## src/rtl/ip_uart_rx.sv

```systemverilog
// Z80 I/O-mapped 8N1 UART receiver: 2-flop synchronizer, mid-bit sampling deframer, small receive FIFO.
// Data port at io_address pops the FIFO head; the status port at io_address+1 returns {frame_err, overrun, full, ready} and clears the error flags.
module ip_uart_rx #(
    parameter int         clk_freq   = 43200000,
    parameter int         uart_freq  = 115200,
    parameter logic [7:0] io_address = 8'h10,
    parameter int         fifo_depth = 4
) (
    input  logic       clk,
    input  logic       reset,
    input  logic       iorq_n,
    input  logic       rd_n,
    input  logic [7:0] a,
    output logic [7:0] q,
    output logic       q_en,
    input  logic       uart_rx
);

    localparam int BIT  = clk_freq / uart_freq;
    localparam int HALF = BIT / 2;
    localparam int CW   = $clog2(BIT);
    localparam int AW   = $clog2(fifo_depth);
    localparam int PW   = AW + 1;
    localparam logic [CW-1:0] BIT_M1    = CW'(BIT - 1);
    localparam logic [CW-1:0] HALF_M1   = CW'(HALF - 1);
    localparam logic [7:0]    STAT_ADDR = io_address + 8'd1;

    typedef enum logic [1:0] {S_IDLE, S_START, S_DATA, S_STOP} state_t;

    state_t          state_q, state_d;
    logic            sync1_q, sync1_d;
    logic            rx_s_q, rx_s_d;
    logic [CW-1:0]   cnt_q, cnt_d;
    logic [2:0]      bit_idx_q, bit_idx_d;
    logic [7:0]      shift_q, shift_d;
    logic [PW-1:0]   wr_ptr_q, wr_ptr_d;
    logic [PW-1:0]   rd_ptr_q, rd_ptr_d;
    logic [7:0]      mem_q [fifo_depth];
    logic [7:0]      mem_d [fifo_depth];
    logic            overrun_q, overrun_d;
    logic            frame_err_q, frame_err_d;
    logic            rd_hit_dly_q, rd_hit_dly_d;
    logic            q_en_q, q_en_d;
    logic [7:0]      q_q, q_d;

    logic push, ferr_evt, ovr_evt;
    logic rd_hit, rd_start, pop, stat_rd, empty, full;

    always_comb begin
        state_d   = state_q;
        cnt_d     = cnt_q;
        bit_idx_d = bit_idx_q;
        shift_d   = shift_q;
        sync1_d   = uart_rx;
        rx_s_d    = sync1_q;
        push      = 1'b0;
        ferr_evt  = 1'b0;
        case (state_q)
            S_IDLE: begin
                if (!rx_s_q) begin
                    state_d = S_START;
                    cnt_d   = HALF_M1;
                end
            end
            S_START: begin
                if (cnt_q != '0) begin
                    cnt_d = cnt_q - 1'b1;
                end else if (!rx_s_q) begin
                    state_d   = S_DATA;
                    cnt_d     = BIT_M1;
                    bit_idx_d = '0;
                end else begin
                    state_d = S_IDLE;
                end
            end
            S_DATA: begin
                if (cnt_q != '0) begin
                    cnt_d = cnt_q - 1'b1;
                end else begin
                    shift_d   = {rx_s_q, shift_q[7:1]};
                    cnt_d     = BIT_M1;
                    bit_idx_d = bit_idx_q + 1'b1;
                    if (bit_idx_q == 3'd7) state_d = S_STOP;
                end
            end
            S_STOP: begin
                if (cnt_q != '0) begin
                    cnt_d = cnt_q - 1'b1;
                end else begin
                    state_d = S_IDLE;
                    if (rx_s_q) push = 1'b1;
                    else        ferr_evt = 1'b1;
                end
            end
            default: state_d = S_IDLE;
        endcase
    end

    always_comb begin
        rd_hit       = !iorq_n && !rd_n && (a == io_address || a == STAT_ADDR);
        rd_start     = rd_hit && !rd_hit_dly_q;
        rd_hit_dly_d = rd_hit;
        q_en_d       = rd_hit;
        empty        = (wr_ptr_q == rd_ptr_q);
        full         = (wr_ptr_q[AW] != rd_ptr_q[AW]) && (wr_ptr_q[AW-1:0] == rd_ptr_q[AW-1:0]);
        pop          = rd_start && (a == io_address) && !empty;
        stat_rd      = rd_start && (a == STAT_ADDR);
        q_d          = q_q;
        rd_ptr_d     = rd_ptr_q;
        wr_ptr_d     = wr_ptr_q;
        mem_d        = mem_q;
        ovr_evt      = 1'b0;
        if (rd_start) begin
            if (a == io_address) q_d = empty ? 8'h00 : mem_q[rd_ptr_q[AW-1:0]];
            else                 q_d = {4'b0, frame_err_q, overrun_q, full, !empty};
        end
        if (pop) rd_ptr_d = rd_ptr_q + 1'b1;
        // A same-cycle pop frees the slot, so a push into a full FIFO is still accepted.
        if (push) begin
            if (!full || pop) begin
                mem_d[wr_ptr_q[AW-1:0]] = shift_q;
                wr_ptr_d = wr_ptr_q + 1'b1;
            end else begin
                ovr_evt = 1'b1;
            end
        end
        overrun_d   = (overrun_q && !stat_rd) || ovr_evt;
        frame_err_d = (frame_err_q && !stat_rd) || ferr_evt;
    end

    always_ff @(posedge clk) begin
        if (reset) begin
            state_q      <= S_IDLE;
            sync1_q      <= 1'b1;
            rx_s_q       <= 1'b1;
            cnt_q        <= '0;
            bit_idx_q    <= '0;
            shift_q      <= '0;
            wr_ptr_q     <= '0;
            rd_ptr_q     <= '0;
            overrun_q    <= 1'b0;
            frame_err_q  <= 1'b0;
            rd_hit_dly_q <= 1'b0;
            q_en_q       <= 1'b0;
            q_q          <= '0;
        end else begin
            state_q      <= state_d;
            sync1_q      <= sync1_d;
            rx_s_q       <= rx_s_d;
            cnt_q        <= cnt_d;
            bit_idx_q    <= bit_idx_d;
            shift_q      <= shift_d;
            wr_ptr_q     <= wr_ptr_d;
            rd_ptr_q     <= rd_ptr_d;
            overrun_q    <= overrun_d;
            frame_err_q  <= frame_err_d;
            rd_hit_dly_q <= rd_hit_dly_d;
            q_en_q       <= q_en_d;
            q_q          <= q_d;
        end
    end

    always_ff @(posedge clk) begin
        mem_q <= mem_d;
    end

    assign q    = q_q;
    assign q_en = q_en_q;

endmodule

```

## config.mk

```make
export PLATFORM = sky130hd
export DESIGN_NAME = ip_uart_rx
export DESIGN_NICKNAME = d
export VERILOG_FILES = /design/src/rtl/ip_uart_rx.sv
export SDC_FILE = /design/constraint.sdc
export NUM_CORES = 1
export LEC_CHECK = 0
export CORE_MARGIN = 2
export CORE_UTILIZATION = 44
export CTS_BUF_LIST = sky130_fd_sc_hd__clkbuf_4 sky130_fd_sc_hd__clkbuf_8
export CTS_CLUSTER_DIAMETER = 120
export CTS_CLUSTER_SIZE = 8
export DETAILED_ROUTE_END_ITERATION = 8
export GPL_ROUTABILITY_DRIVEN = 0
export RECOVER_POWER = 50
export SLEW_MARGIN = 40
export SYNTH_ARGS = -nofsm -noshare
export SYNTH_HDL_FRONTEND = slang
export SYNTH_SLANG_ARGS = --single-unit
```

## constraint.sdc

```tcl
create_clock -name clk -period 3.51 [get_ports clk]
set_input_delay 0.702 -clock clk [delete_from_list [all_inputs] [get_ports clk]]
set_output_delay 0.702 -clock clk [all_outputs]
set_load 0.01 [all_outputs]
```

-- Yosys cells after proc, flatten, opt, wreduce, memory -nomap -nowiden
Index checks and enable logic that the tools add are counted.
- bits in registers: 73
- input bits: 13
- output and inout bits: 9
- logic and storage cells: 104
- add/sub/neg operators: 4
- $lt $le $gt $ge: 3
- equal/unequal tests: 17
- multiplexer cells: 33
- bitwise logic cells: 3
- reduce and logical (&&, ||, !) cells: 28
- operators with widths (operator ; number):
    2-to-1 mux 9 bit ; 5
    2-to-1 mux 8 bit ; 5
    one-hot mux 9 bit (4 select lines) ; 1
    bitwise mux 32 bit ; 1
    binary-select mux 8 bit (select 2 bit) ; 1
    demux 8 bit (select 2 bit) ; 1
    == test 8 x 5 -> 1 bit, second input constant ; 2
    inequality test 2 bit, second input constant ; 7
    2-to-1 mux 2 bit ; 6
    logical AND 1 bit ; 10
    adder 3 x 1 -> 3 bit, second input constant ; 3
    2-to-1 mux 3 bit ; 3
    nonzero test 9 bit ; 1
    subtractor 9 x 1 -> 9 bit, second input constant ; 1
    2-to-1 mux 1 bit ; 8
    one-hot mux 2 bit (4 select lines) ; 1
    greater-or-equal comparator 3 bit, second input constant ; 2
    zero test 1 bit ; 6
    NOT 2 -> 3 bit ; 2
    one-hot mux 3 bit (2 select lines) ; 1
    AND reduction 5 bit ; 1
    == test 2 bit, second input constant ; 2
    logical OR 1 bit ; 4
    AND reduction 2 bit ; 2
    other kinds (12) ; 12

-- Longest topological paths before layout
- word-level depth: 10
- depth in mapped cells: 7
- mapped depth without buffers: 6

-- Least setup slack after synthesis
Ideal clock, no wire load.
- kind: in2reg
- start: input a[5]
- end: register mem_q[0] (netlist bit), enable pin
- setup time: 0.332 ns
- data arrival time: 1.711 ns
- data required time: 3.178 ns
- setup slack: 1.467 ns
- stages: 4
- path buffers: 0
- cells stage by stage: nor4b_2 > nand3_1 > a31oi_1 > and2_1
- longest elaborated chain between the ends: 8
- elaborated cells between the ends (all ways): 9
- classes of those cells: eq/ne (2); reduce/logical (7)
- RTL lines (item ; line ; RTL):
    start: declaration ; 13 ; input logic [7:0] a,
    == test 8 x 5 -> 1 bit, on equally long branches ; 100, 106 ;
    logical OR 1 bit ; 100 ; rd_hit = !iorq_n && !rd_n && (a == io_address || a == STAT_ADDR);
    logical AND 1 bit ; 100 ;
    logical AND 1 bit ; 101 ; rd_start = rd_hit && !rd_hit_dly_q;
    logical AND 1 bit (*) (2 in a row) ; 106 ; pop = rd_start && (a == io_address) && !empty;
    logical OR 1 bit (*) ; 120 ; if (!full || pop) begin
    AND reduction 2 bit (no source line) (*) ; - ;
    end signal: assignment ; 164 ; mem_q <= mem_d;
    end: declaration ; 38 ; logic [7:0] mem_q [fifo_depth];
Every way passes the cells marked *; elsewhere a longest branch is shown, timed or not.
A chain may end at the register's enable or synchronous reset.

-- Worst setup path after layout
- start: input a[5]
- end: register mem_q[17] (netlist bit), enable pin
Same word-level chain as after synthesis.

==> results.toml <==
[global_routing]
globalRouteOverflowTotal = 0
use_met2_pct = 29.58
grt_max_degree = 44
grt_pass1_wl_um = 12790
grt_use_met1_pct = 26.25
met3_usage_pct = 4.655
track_usage_pct = 18.96
grt_pass1_vias = 2521
top_usage_layer = "met2"
antenna_found_initial = 0

[detailed_routing]
routedWlPerCell_um = 17.24
drt-total-wl_um = 7691
antenna_left = 0
drtPass1Iterations = 4
vias_per_cell = 5.823
drt_iter0_markers = 120
drc = 0
via_count = 2597

[floorplanning]
num_rows = 32
die_w_um = 94.26
die_h_um = 94.26
initial_core_util_pct = 45.91
core_um2 = 7807
dieArea_um2 = 8885
ioPinCount = 22

[timing]
period_share_pct = 77.22
rsz0062_at_grt = "no"
setup_viol = 0
hold_viol = 0
achievable-frequency_ghz = 0.3690
fin_setup_tns_ns = 0
fin_crit_ns = 2.710
tightest_slew_ns = 0.9084
drv_slew = 0
skew_ns = 0.01113
relSlewSlack_pct = 39.16

[yosys]
netlist.area_leader.share_pct = 26.81
syn_inst = 317
synth-seq-cells = 73
syn_nets = 344
avgSynthCellArea_um2 = 11.31
synth_area_um2 = 3585
synthTopCellsByArea = "edfxtp_1 (27%), dfxtp_1 (23%), mux4_2 (5.0%)"
synth-warning-count = 0
synth_edf_count = 32
synth_cell_type_count = 65
ys.flop_type = "dfxtp_1"
ys_seq_area_share_pct = 49.70
yosys.area.top_type = "edfxtp_1"
synthArstFlopShare_pct = 0

[layout]
drive_gt1_share_pct = 12.21
layout_commonest_cell = "dfxtp_1"
final_util_pct = 51.97
area_delta_synth_final_pct = 13.19
mostFrequentLayoutCells = "dfxtp_1 (41), edfxtp_1 (32), nor2_1 (24)"
antenna_cells = 0
nNetsFinal = 366

[clock_network]
clk-insertion-delay-late_ns = 0.34
ctsHoldBuffers = 0
tritoncts = "built"
root_buffer = "clkbuf_8"
postCtsSetupRepairBufs = 0
cts_buffer_depth = 2
htreeDepth = 3
clk_pin_slew_ns = 0.08
cts-buffers-inserted = 9
clkSinkCount = 73
cts-resized-gates = 0

[worst_setup_path]
cp_slowest_cell = "nor4b_1"
reg2reg_from = "cnt_q[0]$_SDFFE_PP0P_"
critPathRequiredTime_ns = 3.52
endpoint_kind = "register"
cp-start-kind = "input port"
cpPeakStageDelay_ns = 0.57
critPathKind = "in2reg"
worstSetupStartpoint = "a[5]"
path_max_fanout = 8
crit_arrival_ns = 2.72
path_cells = "clkdlybuf4s50_1 > nor4b_1 > nand3_1 > a31oi_1 > and2_1"

[min_path]
hp-start = "rx_s_d$_SDFF_PP1_"
hp-class = "reg2reg"

[pwr]
p_comb_share_pct = 21.0
p_int_mw = 1.421
power_frac_clock_pct = 33.4
power.density_nw_per_um2 = 509.4
ir_worst_vdd_mv = 0.2981
swShare_pct = 31.27
p_leak_nw = 1.373
p_switching_mw = 0.6464
seq_power_share_pct = 45.6

[job]
drv_cap = 0

[placed_design]
io_buffers = 21
hpwl_um = 5365

[run_status]
outcome = "finished clean"
-- metal layers --
metal  routed length [µm]  part of all wire (%)
met3                  329                   4.3
met5                    0                     0
met4                   46                  0.60
met1                 3697                    48
met2                 3618                    47
-- stage by stage --
step / total power [mW] / std cells / hold slack (ns) / worst slack, ns / cell area (µm²)
after floorplan: 1.315 / 317 / 0.3895 / 1.467 / 3585
after global placement: 1.415 / 430 / 0.3947 / 0.6611 / 3876
after detailed placement: 1.413 / 430 / 0.3923 / 0.6478 / 3876
after CTS: 2.104 / 446 / 0.4125 / 1.008 / 4084
after global routing: 2.179 / 446 / 0.4243 / 0.5681 / 4058
final: 2.067 / 446 / 0.4119 / 0.7997 / 4058
-- logic make-up after synthesis --
group / after synthesis / share of synthesized area [%]
fa+ha+maj: 14 / 4.887
buf+inv: 27 / 3.490
xor+xnor: 6 / 1.466
compound gates: 73 / 15.57
simple gates: 106 / 17.03
flops: 73 / 49.70
mux: 18 / 7.853
-- cells in the mapped netlist, types with 5 or more instances --
| master | instances |
|---|---|
| a21o_1 | 5 |
| o21ai_0 | 9 |
| nand3b_1 | 5 |
| nor3_1 | 12 |
| o31ai_1 | 5 |
| inv_1 | 12 |
| nor2_1 | 24 |
| dfxtp_1 | 41 |
| mux4_2 | 8 |
| mux2i_1 | 9 |
| clkbuf_1 | 5 |
| a21oi_1 | 16 |
| edfxtp_1 | 32 |
| ha_1 | 14 |
| nand2_1 | 13 |
| nand3_1 | 15 |
| and2_1 | 6 |
-- worst max-delay path: cells and delay by family --
family	cells	cell delay, ns
and+or+nand+nor	3	1.20
buffers and inverters	1	0.40
AOI/OAI and AO/OA	1	0.41
-- power groups by stage --
stage / registers [mW] / logic, mW / clock network [mW]
floorplan: 0.954 / 0.361 / 0
global placement: 0.963 / 0.452 / 0
detailed placement: 0.964 / 0.449 / 0
CTS: 0.944 / 0.451 / 0.708
global route: 0.951 / 0.486 / 0.742
finish: 0.943 / 0.434 / 0.690
-- final cells by class --
class	count	area (µm²)
fillers	711	3750
flip-flops and latches	73	1782
multi-input cells	217	1655
repair buffers	25	236.5
well taps	102	127.6
clock buffers	9	123.9
clock inverters	7	83.83
inverters	13	48.80
-- state kept, by name (all words and copies together) (netlist names), 3 cells and up, named ones only --
signal,count
mem_q,32
cnt_q,9
q,8
shift_q,8
bit_idx_q,3
rd_ptr_q,3
wr_ptr_q,3
-- worst paths after layout --
check | endpoint | slack (ns) | depth (start not counted)
setup reg to reg | shift_q[0]$_SDFFE_PP0P_ | 0.90 | 7
hold reg to reg | rx_s_q$_SDFF_PP1_ | 0.41 | 1
setup / recovery | mem_q[17]$_DFFE_PP_ | 0.80 | 5
hold / removal | rx_s_q$_SDFF_PP1_ | 0.41 | 1
Note: power is estimated with default switching activity, not from simulation.
